$ cat src/rtl/rr_arb_mux.sv
// rr_arb_mux: N-channel valid/ready arbiter feeding a single registered output
// stage. Arbitration is either fixed priority (lowest index wins) or round
// robin from a rotating pointer. The output register reloads on the same edge
// it drains, so a continuously ready consumer sees one word per cycle.
//
// Ports:
//   clk        rising-edge clock
//   rst        synchronous active-high reset
//   mode       0 = fixed priority, 1 = round robin
//   in_data    packed channel words, channel i at [i*inputSize +: inputSize]
//   in_valid   per-channel offer
//   in_ready   one-hot accept strobe for the winning channel (combinational)
//   out_data   registered selected word
//   out_valid  out_data holds an unconsumed word
//   out_ready  downstream accepts out_data
//   out_sel    index of the channel that supplied out_data
module rr_arb_mux #(
    parameter int unsigned inputSize = 16,
    parameter int unsigned channels  = 4
) (
    input  logic                              clk,
    input  logic                              rst,
    input  logic                              mode,
    input  logic [channels*inputSize-1:0]     in_data,
    input  logic [channels-1:0]               in_valid,
    output logic [channels-1:0]               in_ready,
    output logic [inputSize-1:0]              out_data,
    output logic                              out_valid,
    input  logic                              out_ready,
    output logic [$clog2(channels)-1:0]       out_sel
);

    localparam int unsigned selSize = $clog2(channels);
    // One extra bit so base + offset never overflows before the wrap subtract.
    localparam int unsigned cntSize = selSize + 1;

    logic [selSize-1:0]   ptr;
    logic                 load_c;
    logic                 found_c;
    logic                 accept_c;
    logic [selSize-1:0]   gnt_c;
    logic [selSize-1:0]   idx_c;
    logic [cntSize-1:0]   pos_c;
    logic [inputSize-1:0] gnt_data_c;
    logic [selSize-1:0]   ptr_next_c;

    // Output slot is free or being emptied this cycle.
    assign load_c = ~out_valid | out_ready;

    // Search upward from the base (ptr in round robin, 0 in fixed priority),
    // wrapping at channels-1; first valid channel wins.
    always_comb begin
        found_c = 1'b0;
        gnt_c   = '0;
        pos_c   = '0;
        idx_c   = '0;
        for (int k = 0; k < channels; k++) begin
            pos_c = cntSize'(mode ? ptr : '0) + cntSize'(k);
            if (pos_c >= cntSize'(channels)) begin
                pos_c = pos_c - cntSize'(channels);
            end
            idx_c = selSize'(pos_c);
            if (!found_c && in_valid[idx_c]) begin
                found_c = 1'b1;
                gnt_c   = idx_c;
            end
        end
    end

    // Data mux for the winning channel.
    always_comb begin
        gnt_data_c = '0;
        for (int k = 0; k < channels; k++) begin
            if (gnt_c == selSize'(k)) begin
                gnt_data_c = in_data[k*inputSize +: inputSize];
            end
        end
    end

    assign accept_c   = ~rst & load_c & found_c;
    assign in_ready   = accept_c ? (channels'(1) << gnt_c) : '0;
    assign ptr_next_c = (gnt_c == selSize'(channels - 1)) ? '0 : gnt_c + selSize'(1);

    // Output register and round-robin pointer.
    always_ff @(posedge clk) begin
        if (rst) begin
            out_valid <= 1'b0;
            out_data  <= '0;
            out_sel   <= '0;
            ptr       <= '0;
        end else if (accept_c) begin
            out_valid <= 1'b1;
            out_data  <= gnt_data_c;
            out_sel   <= gnt_c;
            if (mode) begin
                ptr <= ptr_next_c;
            end
        end else if (out_ready) begin
            // Drained with nothing to refill: data/sel are kept.
            out_valid <= 1'b0;
        end
    end

endmodule

$ cat config.mk
export PLATFORM = sky130hd
export DESIGN_NAME = rr_arb_mux
export DESIGN_NICKNAME = d
export VERILOG_FILES = /design/src/rtl/rr_arb_mux.sv
export SDC_FILE = /design/constraint.sdc
export NUM_CORES = 1
export LEC_CHECK = 0
export ABC_CLOCK_PERIOD_IN_PS = 9300
export BUFFER_PORTS_ARGS = -buffer_cell sky130_fd_sc_hd__buf_2
export CELL_PAD_IN_SITES_DETAIL_PLACEMENT = 1
export CELL_PAD_IN_SITES_GLOBAL_PLACEMENT = 1
export CORE_UTILIZATION = 31
export DETAILED_ROUTE_END_ITERATION = 6
export MAX_ROUTING_LAYER = met4
export PLACE_DENSITY = 0.82
export SYNTH_ARGS = -nofsm -noshare
export SYNTH_HDL_FRONTEND = slang
export SYNTH_SLANG_ARGS = --single-unit
$ cat constraint.sdc
create_clock -name clk -period 9.3 [get_ports clk]
set_input_delay 2.79 -clock clk [delete_from_list [all_inputs] [get_ports clk]]
set_output_delay 2.79 -clock clk [all_outputs]
set_load 0.02 [all_outputs]
==> results of run 1 <==
==> state kept, by name, summed over array words and instances, names as in the netlist <==
| signal | cells |
|---|---|
| out_data | 16 |
| out_sel | 2 |
| out_valid | 1 |
| ptr | 2 |
==> per-layer routing <==
layer | vias up | track usage, %
met5 | - | -
met4 | 0 | 3.27
met3 | 4 | 2.07
met2 | 61 | 30.6
met1 | 857 | 25.9
li1 | 906 | -
==> tightest hold or removal path, cell delays in order (launching register included) <==
cell,delay [ns]
dfxtp_1,0.32
nand2b_1,0.07
a21oi_1,0.06
==> cells in the mapped netlist <==
cell type,number
o2bb2ai_1,2
dfxtp_1,21
a21oi_2,1
o21a_1,1
a211oi_2,1
mux2i_1,2
nor2b_4,1
nand3b_1,2
or4_1,1
a31o_2,1
nor3b_1,1
inv_1,5
nor4_4,1
a311oi_1,2
buf_4,2
nand2_1,7
clkbuf_8,1
o21ai_0,19
nor2b_1,15
a21oi_1,40
or2_1,1
ha_1,4
nor2b_2,2
clkbuf_1,11
nand3_1,1
nand2b_1,4
a32oi_1,1
nor3_1,15
buf_6,6
a221oi_1,15
o311ai_1,1
and3_1,4
nand2_4,1
buf_2,1
and2b_1,1
a211oi_1,1
nor2_1,9
==> final timing paths <==
path                                    to  cells past startpoint                    start  slack (ns)
hold reg to reg    out_sel[0]$_SDFFE_PP0N_                      2  out_sel[0]$_SDFFE_PP0N_        0.50
setup / recovery               in_ready[1]                      9              in_valid[0]        1.69
hold / removal     out_sel[0]$_SDFFE_PP0N_                      2  out_sel[0]$_SDFFE_PP0N_        0.50
setup reg to reg  out_data[1]$_SDFFE_PP0N_                     11      ptr[0]$_SDFFE_PP0P_        5.91
==> where the power goes <==
group	leakage, nW	internal [mW]	switching, mW	total [mW]
combinational	0.767	0.0595	0.0863	0.146
sequential	0.174	0.103	0.00797	0.111
clock	0.0228	0.0305	0.0285	0.0590
total	0.964	0.193	0.123	0.316
==> metrics by stage <==
step / setup WS, ns / util [%] / hold WS (ns) / total power [mW]
2_1_floorplan: 1.91 / - / 0.541 / 0.216
3_3_place_gp: 1.78 / 41.7 / 0.461 / 0.257
3_5_place_dp: 1.68 / 41.7 / 0.497 / 0.260
4_1_cts: 1.68 / 42.6 / 0.510 / 0.321
5_1_grt: 1.43 / 42.6 / 0.519 / 0.342
6_report: 1.69 / 42.6 / 0.498 / 0.316
==> cells by family after synthesis <==
group                    after synthesis  share of synthesized area [%]
buffers and inverters                 26                           10.3
AO/OA/AOI/OAI                         85                           33.4
flip-flops                            21                           26.8
multiplexers                           2                           1.28
AND/OR/NAND/NOR                       66                           25.0
adder cells (fa/ha/maj)                4                           3.19
==> area by class of cell <==
type	instances	area [um2]	share of cell area [%]
well taps	67	83.8	4.11
clock buffers	4	45.0	2.21
inverters	5	18.8	0.920
multi-input cells	157	986	48.3
flip-flops and latches	21	420	20.6
repair buffers	96	485	23.8
==> flow_metrics.env, run 1 <==
export IMPL_final_hold_viol_count=0
export IMPL_dp_cells=346
export IMPL_layoutNonFillerInstCount=350
export IMPL_via_count=1828
export IMPL_top_layer="met4"
export IMPL_postCtsSetupBuffers=0
export IMPL_postSynthCellCount=204
export IMPL_met3_wirelength_um=293
export IMPL_drt_drc_violations_left=0
export IMPL_synth_cell_type_count=37
export IMPL_number_of_buffers_inserted_by_hold_repair_at_cts=0
export IMPL_cts_inserted_buffers=3
export IMPL_setup_repair_after_global_routing_missed_its_margin="no"
export IMPL_min_path_type="flop to flop"
export IMPL_ys_ff_latch=21
export IMPL_crit_path_top_delay_cell="ha_1"
export IMPL_h_tree_depth=1
export IMPL_avgViaCountPerCell=5.22
export IMPL_drt_pass1_iterations=4
export IMPL_fp_coreArea_um2=4790
export IMPL_final_period_utilization_pct=81.9
export IMPL_path_buf_inv=2
export IMPL_grt_antenna_before_repair=0
export IMPL_yosysWarningCount=0
export IMPL_hpwl_um=3950
export IMPL_placedInstanceArea_um2=1990
export IMPL_cp_max_fo=19
export IMPL_drv_slew=0
export IMPL_grt_pass1_vias=1690
export IMPL_overflow=0
export IMPL_fmaxAchievable_mhz=131
export IMPL_total_routing_resource_utilization_after_global_routing_pct=19.0
export IMPL_min_period_ns=7.61
export IMPL_m1WireLength_um=2360
export IMPL_max_root_sink_buffers=2
export IMPL_postSynthAreaPerCell_um2=7.69
export IMPL_crit_start_category="primary input"
export IMPL_initial_utilization_pct=32.8
export IMPL_cellLeakagePower_nw=0.964
export IMPL_ys_seq_area_share_pct=26.8
export IMPL_yosysTopAreaCell="dfxtp_1"
export IMPL_mostFrequentLayoutCell="buf_2"
export IMPL_io_buffers=94
export IMPL_layout_drive_gt1_share_pct=37.8
export IMPL_floorplan_io_pins=95
export IMPL_run_status="complete, no violations"
export IMPL_setup_tns_ns=0
export IMPL_synthToLayoutAreaGrowth_pct=30.1
export IMPL_maxSlewHeadroom_pct=51.7
export IMPL_crit_required_ns=6.51
export IMPL_ordered_list_of_cells_on_the_worst_path="buf_2, o2bb2ai_1, nor2_1, mux2i_1, nand2_1, nor2_1, ha_1, and3_1, buf_2"
export IMPL_finish_net_count=360
export IMPL_crit_path_max_incr_delay_ns=0.63
export IMPL_final_cell_mix="buf_2 (94), a21oi_1 (40), dfxtp_1 (21)"
export IMPL_cts_resized_gates=0
export IMPL_ctsRootBufferMaster="clkbuf_8"
export IMPL_tightestPinTransition_ns=0.723
export IMPL_clock_tree_from_tritoncts="built"
export IMPL_average_routed_wire_per_standard_cell_um=14.6
export IMPL_end_kind="primary output"
export IMPL_number_of_setup_violations_in_the_final_report=0
export IMPL_die_w_um=73.1
export IMPL_critPathTopFamily="adder cells"
export IMPL_critical_path_class="primary input to primary output"
export IMPL_fp_rows=25
export IMPL_cellPowerDensity_nw_per_um2=155
export IMPL_num_antenna_cells=0
export IMPL_antenna_left=0
export IMPL_clkTransAtPathRegs_ns=0.08
export IMPL_numClockSinks=21
export IMPL_drv_cap=0
export IMPL_routabilityCongestion=0.895
export IMPL_postSynthNetCount=280
export IMPL_worst_ir_drop_vdd_uv=68.3
export IMPL_synth_area_top_cells="dfxtp_1 (27%), a21oi_1 (13%), a221oi_1 (8.4%)"
export IMPL_post_synth_top_area_fraction_pct=26.8
export IMPL_clkLatencyLatePin_ns=0.26
export IMPL_grt_first_pass_wirelength_um=7840
export IMPL_final_area_um2=2040
export IMPL_layout_filler_cells=636
export IMPL_floorplan_die_area_um2=5350
export IMPL_die_height_um=73.1
export IMPL_cp_data_arrival_time_ns=4.82
export IMPL_dr_wl_met2_um=2400
export IMPL_maximum_number_of_pins_on_one_net_before_global_route_repair=41
export IMPL_route_final_wire_length_um=5100
export IMPL_drtIter0Drc=68
export IMPL_synth_cell_area_um2=1570
export IMPL_finClkSkew_ns=0.00615
No activity file was read; power rests on OpenSTA's default activity.
==> run 2, diff against run 1 <==
- ABC_CLOCK_PERIOD_IN_PS: 9300 -> 7300
- CORE_UTILIZATION: 31 -> 29
- PLACE_DENSITY: 0.82 -> 0.78
- clock period: 9.3 -> 7.3 ns (I/O delays scaled with it)
==> run 2 against run 1 <==
  * Critical path depth grew 1
  * Count of clock-buffer cells in the layout is the same
  * Sequential share of layout area shrank 0.11 points
  * Sequential power grew 27%
  * First-iteration DRC count grew 4.4%
  * Non-clock buffer count grew 1
  * Largest power group unchanged
  * Wire length grew 1.9%
  * Global-route usage shrank 2.0 points
  * Clock power grew 27%
  * Core utilization shrank 3.0 points
  * Power grew 28%
  * Final area grew 0.55%
==> flow_metrics.env, run 2 (synthesis results as in run 1) <==
export IMPL_antenna_left=0
export IMPL_drt_drc_violations_left=0
export IMPL_crit_path_top_delay_cell="or4_1"
export IMPL_cts_resized_gates=0
export IMPL_fmaxAchievable_mhz=160
export IMPL_reg_top3="out_data (16), out_sel (2), ptr (2)"
export IMPL_maximum_number_of_pins_on_one_net_before_global_route_repair=41
export IMPL_timing_critical_path_mode_cell="buf_2"
export IMPL_tightestPinTransition_ns=0.731
export IMPL_die_height_um=75.5
export IMPL_r2r_slack_ns=4.22
export IMPL_postCtsSetupBuffers=0
export IMPL_floorplan_die_area_um2=5700
export IMPL_avgViaCountPerCell=5.08
export IMPL_clkLatencyLatePin_ns=0.26
export IMPL_total_routing_resource_utilization_after_global_routing_pct=17.0
export IMPL_clock_tree_from_tritoncts="built"
export IMPL_finClkSkew_ns=0.00366
export IMPL_final_cell_mix="buf_2 (94), a21oi_1 (40), dfxtp_1 (21)"
export IMPL_top_register="out_data"
export IMPL_hold_crit_depth=2
export IMPL_worst_ir_drop_vdd_uv=69.4
export IMPL_layout_drive_gt1_share_pct=38.0
export IMPL_crit_path_max_incr_delay_ns=0.42
export IMPL_number_of_buffers_inserted_by_hold_repair_at_cts=0
export IMPL_num_antenna_cells=0
export IMPL_average_routed_wire_per_standard_cell_um=14.7
export IMPL_routabilityCongestion=0.869
export IMPL_drv_slew=0
export IMPL_initial_utilization_pct=30.3
export IMPL_maxSlewHeadroom_pct=51.2
export IMPL_hpwl_um=4070
export IMPL_min_period_ns=6.26
export IMPL_drv_cap=0
export IMPL_overflow=0
export IMPL_fp_coreArea_um2=5170
export IMPL_dp_cells=350
export IMPL_crit_required_ns=5.11
export IMPL_cellPowerDensity_nw_per_um2=198
export IMPL_floorplan_io_pins=95
export IMPL_grt_first_pass_wirelength_um=7330
export IMPL_run_status="complete, no violations"
export IMPL_crit_start_category="primary input"
export IMPL_worstRegToRegCells=12
export IMPL_regToRegEndpoint="out_data[10]$_SDFFE_PP0N_"
export IMPL_h_tree_depth=1
export IMPL_mostFrequentLayoutCell="buf_2"
export IMPL_fp_rows=26
export IMPL_drt_pass1_iterations=4
export IMPL_hold_path_endpoint="out_sel[0]$_SDFFE_PP0N_"
export IMPL_setup_repair_after_global_routing_missed_its_margin="no"
export IMPL_max_root_sink_buffers=2
export IMPL_cellLeakagePower_nw=0.969
export IMPL_clkTransAtPathRegs_ns=0.08
export IMPL_cp_data_arrival_time_ns=4.07
export IMPL_layoutNonFillerInstCount=354
export IMPL_drtIter0Drc=71
export IMPL_critical_path_class="primary input to primary output"
export IMPL_min_from="out_sel[0]$_SDFFE_PP0N_"
export IMPL_synthToLayoutAreaGrowth_pct=30.8
export IMPL_grt_pass1_vias=1529
export IMPL_via_count=1798
export IMPL_final_hold_viol_count=0
export IMPL_cts_inserted_buffers=3
export IMPL_regToRegStartpoint="ptr[0]$_SDFFE_PP0P_"
export IMPL_place_ws_ns=1.06
export IMPL_layout_filler_cells=706
export IMPL_io_buffers=94
export IMPL_min_path_type="flop to flop"
export IMPL_numClockSinks=21
export IMPL_largest_register_ff_count=16
export IMPL_fin_ws_ns=1.04
export IMPL_finish_net_count=361
export IMPL_die_w_um=75.5
export IMPL_final_period_utilization_pct=85.7
export IMPL_ordered_list_of_cells_on_the_worst_path="buf_2, nand2_4, or4_1, o311ai_1, a21oi_2, inv_1, ha_1, buf_4, and3_1, buf_2"
export IMPL_end_kind="primary output"
export IMPL_cp_max_fo=33
export IMPL_ctsRootBufferMaster="clkbuf_8"
export IMPL_number_of_setup_violations_in_the_final_report=0
export IMPL_route_final_wire_length_um=5200
export IMPL_grt_antenna_before_repair=0
export IMPL_setup_tns_ns=0
-- run 2: cell count changes in the layout (fill, tap and decap cells not counted), sizes merged --
cell  change
buf       +1
-- run 2: how the worst max path moves through the flow --
stage | startpoint | endpoint | depth (start not counted)
floorplan | in_valid[0] | in_ready[3] | 9
global placement | mode | in_ready[2] | 10
detailed placement | mode | in_ready[2] | 10
CTS | mode | in_ready[2] | 10
global route | mode | in_ready[2] | 10
finish | mode | in_ready[2] | 10
-- run 2: cell type report --
| type | count | area [um2] | share of cell area (%) |
|---|---|---|---|
| repair buffers | 97 | 493 | 24.0 |
| inverters | 5 | 18.8 | 0.915 |
| multi-input cells | 157 | 986 | 48.1 |
| well taps | 70 | 87.6 | 4.27 |
| flip-flops and latches | 21 | 420 | 20.5 |
| clock buffers | 4 | 45.0 | 2.20 |
-- run 2: critical path: cells and delay by family --
family | cells | cell delay, ns
buffers and inverters | 4 | 0.74
AO/OA/AOI/OAI | 2 | 0.28
adder cells (fa/ha/maj) | 1 | 0.14
AND/OR/NAND/NOR | 3 | 0.71
-- run 2: metal layers --
| metal | vias to the layer above | share of wire (%) | routed length, um | GRT usage, % |
|---|---|---|---|---|
| met2 | 50 | 47 | 2430 | 28.4 |
| met1 | 835 | 47 | 2450 | 22.7 |
| met3 | 2 | 5.4 | 282 | 1.46 |
| li1 | 911 | - | - | - |
| met5 | - | 0 | 0 | - |
| met4 | 0 | 0.52 | 27 | 3.09 |
-- run 2: power by group --
group | switching, mW | internal, mW | total, mW
clock | 0.0362 | 0.0388 | 0.0750
combinational | 0.113 | 0.0766 | 0.190
sequential | 0.00996 | 0.131 | 0.141
-- run 2: stage by stage --
| step | area [um2] | hold slack [ns] | power [mW] | utilization (%) |
|---|---|---|---|---|
| CTS | 2050 | 0.485 | 0.411 | 39.6 |
| detailed placement | 2010 | 0.467 | 0.335 | 38.8 |
| global route | 2050 | 0.525 | 0.436 | 39.6 |
| floorplan | 1570 | 0.541 | 0.275 | - |
| global placement | 2010 | 0.467 | 0.330 | 38.8 |
| finish | 2050 | 0.479 | 0.406 | 39.6 |
==> run 3, diff against run 2 <==
- MAX_ROUTING_LAYER: met4 -> not set
==> run 3 against run 2 <==
  * Power decreased by 0.24%
  * Die area unchanged
  * Fmax is 0.38% higher
  * Critical endpoint is now in_ready[3]
  * Clock skew increased by 0.0026 ns
  * Largest cell class unchanged
  * Combinational power barely moved
  * Count of clock-buffer cells in the layout decreased by 1
  * Core utilization hardly changed
  * Critical path depth unchanged
  * Highest routed layer unchanged
==> flow_metrics.env, run 3 (synthesis results as in run 1) <==
export IMPL_dp_cells=350
export IMPL_finClkSkew_ns=0.00627
export IMPL_cts_inserted_buffers=3
export IMPL_place_ws_ns=1.06
export IMPL_drtIter0Drc=56
export IMPL_floorplan_io_pins=95
export IMPL_clock_tree_from_tritoncts="built"
export IMPL_internal_power_uw=246
export IMPL_placedInstanceArea_um2=2010
export IMPL_average_routed_wire_per_standard_cell_um=14.5
export IMPL_drt_drc_violations_left=0
export IMPL_fmaxAchievable_mhz=160
export IMPL_worst_ir_drop_vdd_uv=88.1
export IMPL_finish_net_count=361
export IMPL_final_period_utilization_pct=85.4
export IMPL_overflow=0
export IMPL_min_period_ns=6.23
export IMPL_end_kind="primary output"
export IMPL_p_sw_share_pct=39.3
export IMPL_critical_path_class="primary input to primary output"
export IMPL_regToRegStartpoint="ptr[0]$_SDFFE_PP0P_"
export IMPL_h_tree_depth=1
export IMPL_power_share_combinational_pct=46.6
export IMPL_die_w_um=75.5
export IMPL_min_path_type="flop to flop"
export IMPL_hold_path_endpoint="out_sel[0]$_SDFFE_PP0N_"
export IMPL_cts_resized_gates=0
export IMPL_antenna_left=0
export IMPL_drv_slew=0
export IMPL_switching_power_uw=159
export IMPL_crit_required_ns=5.11
export IMPL_drt_pass1_iterations=4
export IMPL_maximum_number_of_pins_on_one_net_before_global_route_repair=41
export IMPL_io_buffers=94
export IMPL_initial_utilization_pct=30.3
export IMPL_setup_repair_after_global_routing_missed_its_margin="no"
export IMPL_clock_power_share_pct=18.5
export IMPL_die_height_um=75.5
export IMPL_final_area_um2=2050
export IMPL_cellLeakagePower_nw=0.971
export IMPL_layoutNonFillerInstCount=354
export IMPL_num_antenna_cells=0
export IMPL_fin_ws_ns=1.07
export IMPL_tightestPinTransition_ns=0.737
export IMPL_ctsRootBufferMaster="clkbuf_8"
export IMPL_final_core_util_pct=39.7
export IMPL_multi_input_comb_area_um2=986
export IMPL_totalPowerFinal_uw=405
export IMPL_timing_hold_ws_ns=0.481
export IMPL_min_from="out_sel[0]$_SDFFE_PP0N_"
export IMPL_total_routing_resource_utilization_after_global_routing_pct=16.8
export IMPL_grt_first_pass_wirelength_um=7500
export IMPL_hpwl_um=3990
export IMPL_cellPowerDensity_nw_per_um2=197
export IMPL_setup_tns_ns=0
export IMPL_run_status="complete, no violations"
export IMPL_mostFrequentLayoutCell="buf_2"
export IMPL_r2r_slack_ns=4.20
export IMPL_cp_data_arrival_time_ns=4.04
export IMPL_clkTransAtPathRegs_ns=0.08
export IMPL_synthToLayoutAreaGrowth_pct=30.9
export IMPL_worstRegToRegCells=12
export IMPL_final_cell_mix="buf_2 (94), a21oi_1 (40), dfxtp_1 (21)"
export IMPL_regToRegEndpoint="out_data[1]$_SDFFE_PP0N_"
export IMPL_crit_start_category="primary input"
export IMPL_numClockSinks=21
export IMPL_power_share_of_the_sequential_group_pct=34.9
export IMPL_number_of_buffers_inserted_by_hold_repair_at_cts=0
export IMPL_layout_drive_gt1_share_pct=38.4
export IMPL_max_root_sink_buffers=2
export IMPL_avgViaCountPerCell=5.03
export IMPL_reg_top3="out_data (16), out_sel (2), ptr (2)"
export IMPL_cp_max_fo=33
export IMPL_number_of_setup_violations_in_the_final_report=0
export IMPL_final_hold_viol_count=0
export IMPL_largest_register_ff_count=16
export IMPL_route_final_wire_length_um=5130
export IMPL_clkLatencyLatePin_ns=0.26
export IMPL_fp_coreArea_um2=5170
export IMPL_sequential_cell_area_um2=420
export IMPL_maxSlewHeadroom_pct=50.8
export IMPL_fp_rows=26
export IMPL_floorplan_die_area_um2=5700
export IMPL_drv_cap=0
export IMPL_hold_crit_depth=2
export IMPL_top_register="out_data"
export IMPL_postCtsSetupBuffers=0
export IMPL_routabilityCongestion=0.880
export IMPL_layout_filler_cells=704
export IMPL_via_count=1782
export IMPL_grt_antenna_before_repair=0
export IMPL_grt_pass1_vias=1552
-- run 3: cell count changes in the layout (fill, tap and decap cells not counted) --
cell,previous run,this run
clkbuf_1,1,0
clkinv_2,0,1
-- run 3: worst max path at each step --
stage	to	cells after the start	slack, ns	from
floorplan	in_ready[3]	9	1.11	in_valid[0]
global placement	in_ready[3]	9	1.10	in_valid[0]
detailed placement	in_ready[3]	10	1.06	mode
CTS	in_ready[3]	10	1.05	mode
global route	in_ready[3]	10	0.84	in_valid[0]
finish	in_ready[3]	10	1.07	mode
-- run 3: area by class of cell --
cell class,instances,area share (%)
Multi-Input combinational cell,157,48.0
Timing Repair Buffer,97,24.0
Sequential cell,21,20.5
Tap cell,70,4.27
Clock buffer,3,2.01
Inverter,5,0.915
Clock inverter,1,0.244
-- run 3: routing by layer --
metal  track usage [%]  part of all wire, %
met2              28.0                   46
met4              3.70                 0.64
met1              23.6                   47
met3              1.59                  5.9
met5                 0                    0
-- run 3: critical path: stages --
cell	delay, ns
buf_2	0.19
nand2_4	0.08
or4_1	0.41
o311ai_1	0.12
a21oi_2	0.14
inv_1	0.10
ha_1	0.14
buf_4	0.30
and3_1	0.20
buf_2	0.16
-- run 3: power groups by stage --
stage | Combinational, mW | Clock (mW) | Sequential, mW
CTS | 0.191 | 0.0795 | 0.141
floorplan | 0.115 | 0 | 0.160
finish | 0.189 | 0.0750 | 0.141
global route | 0.209 | 0.0838 | 0.144
global placement | 0.187 | 0 | 0.143
detailed placement | 0.190 | 0 | 0.144
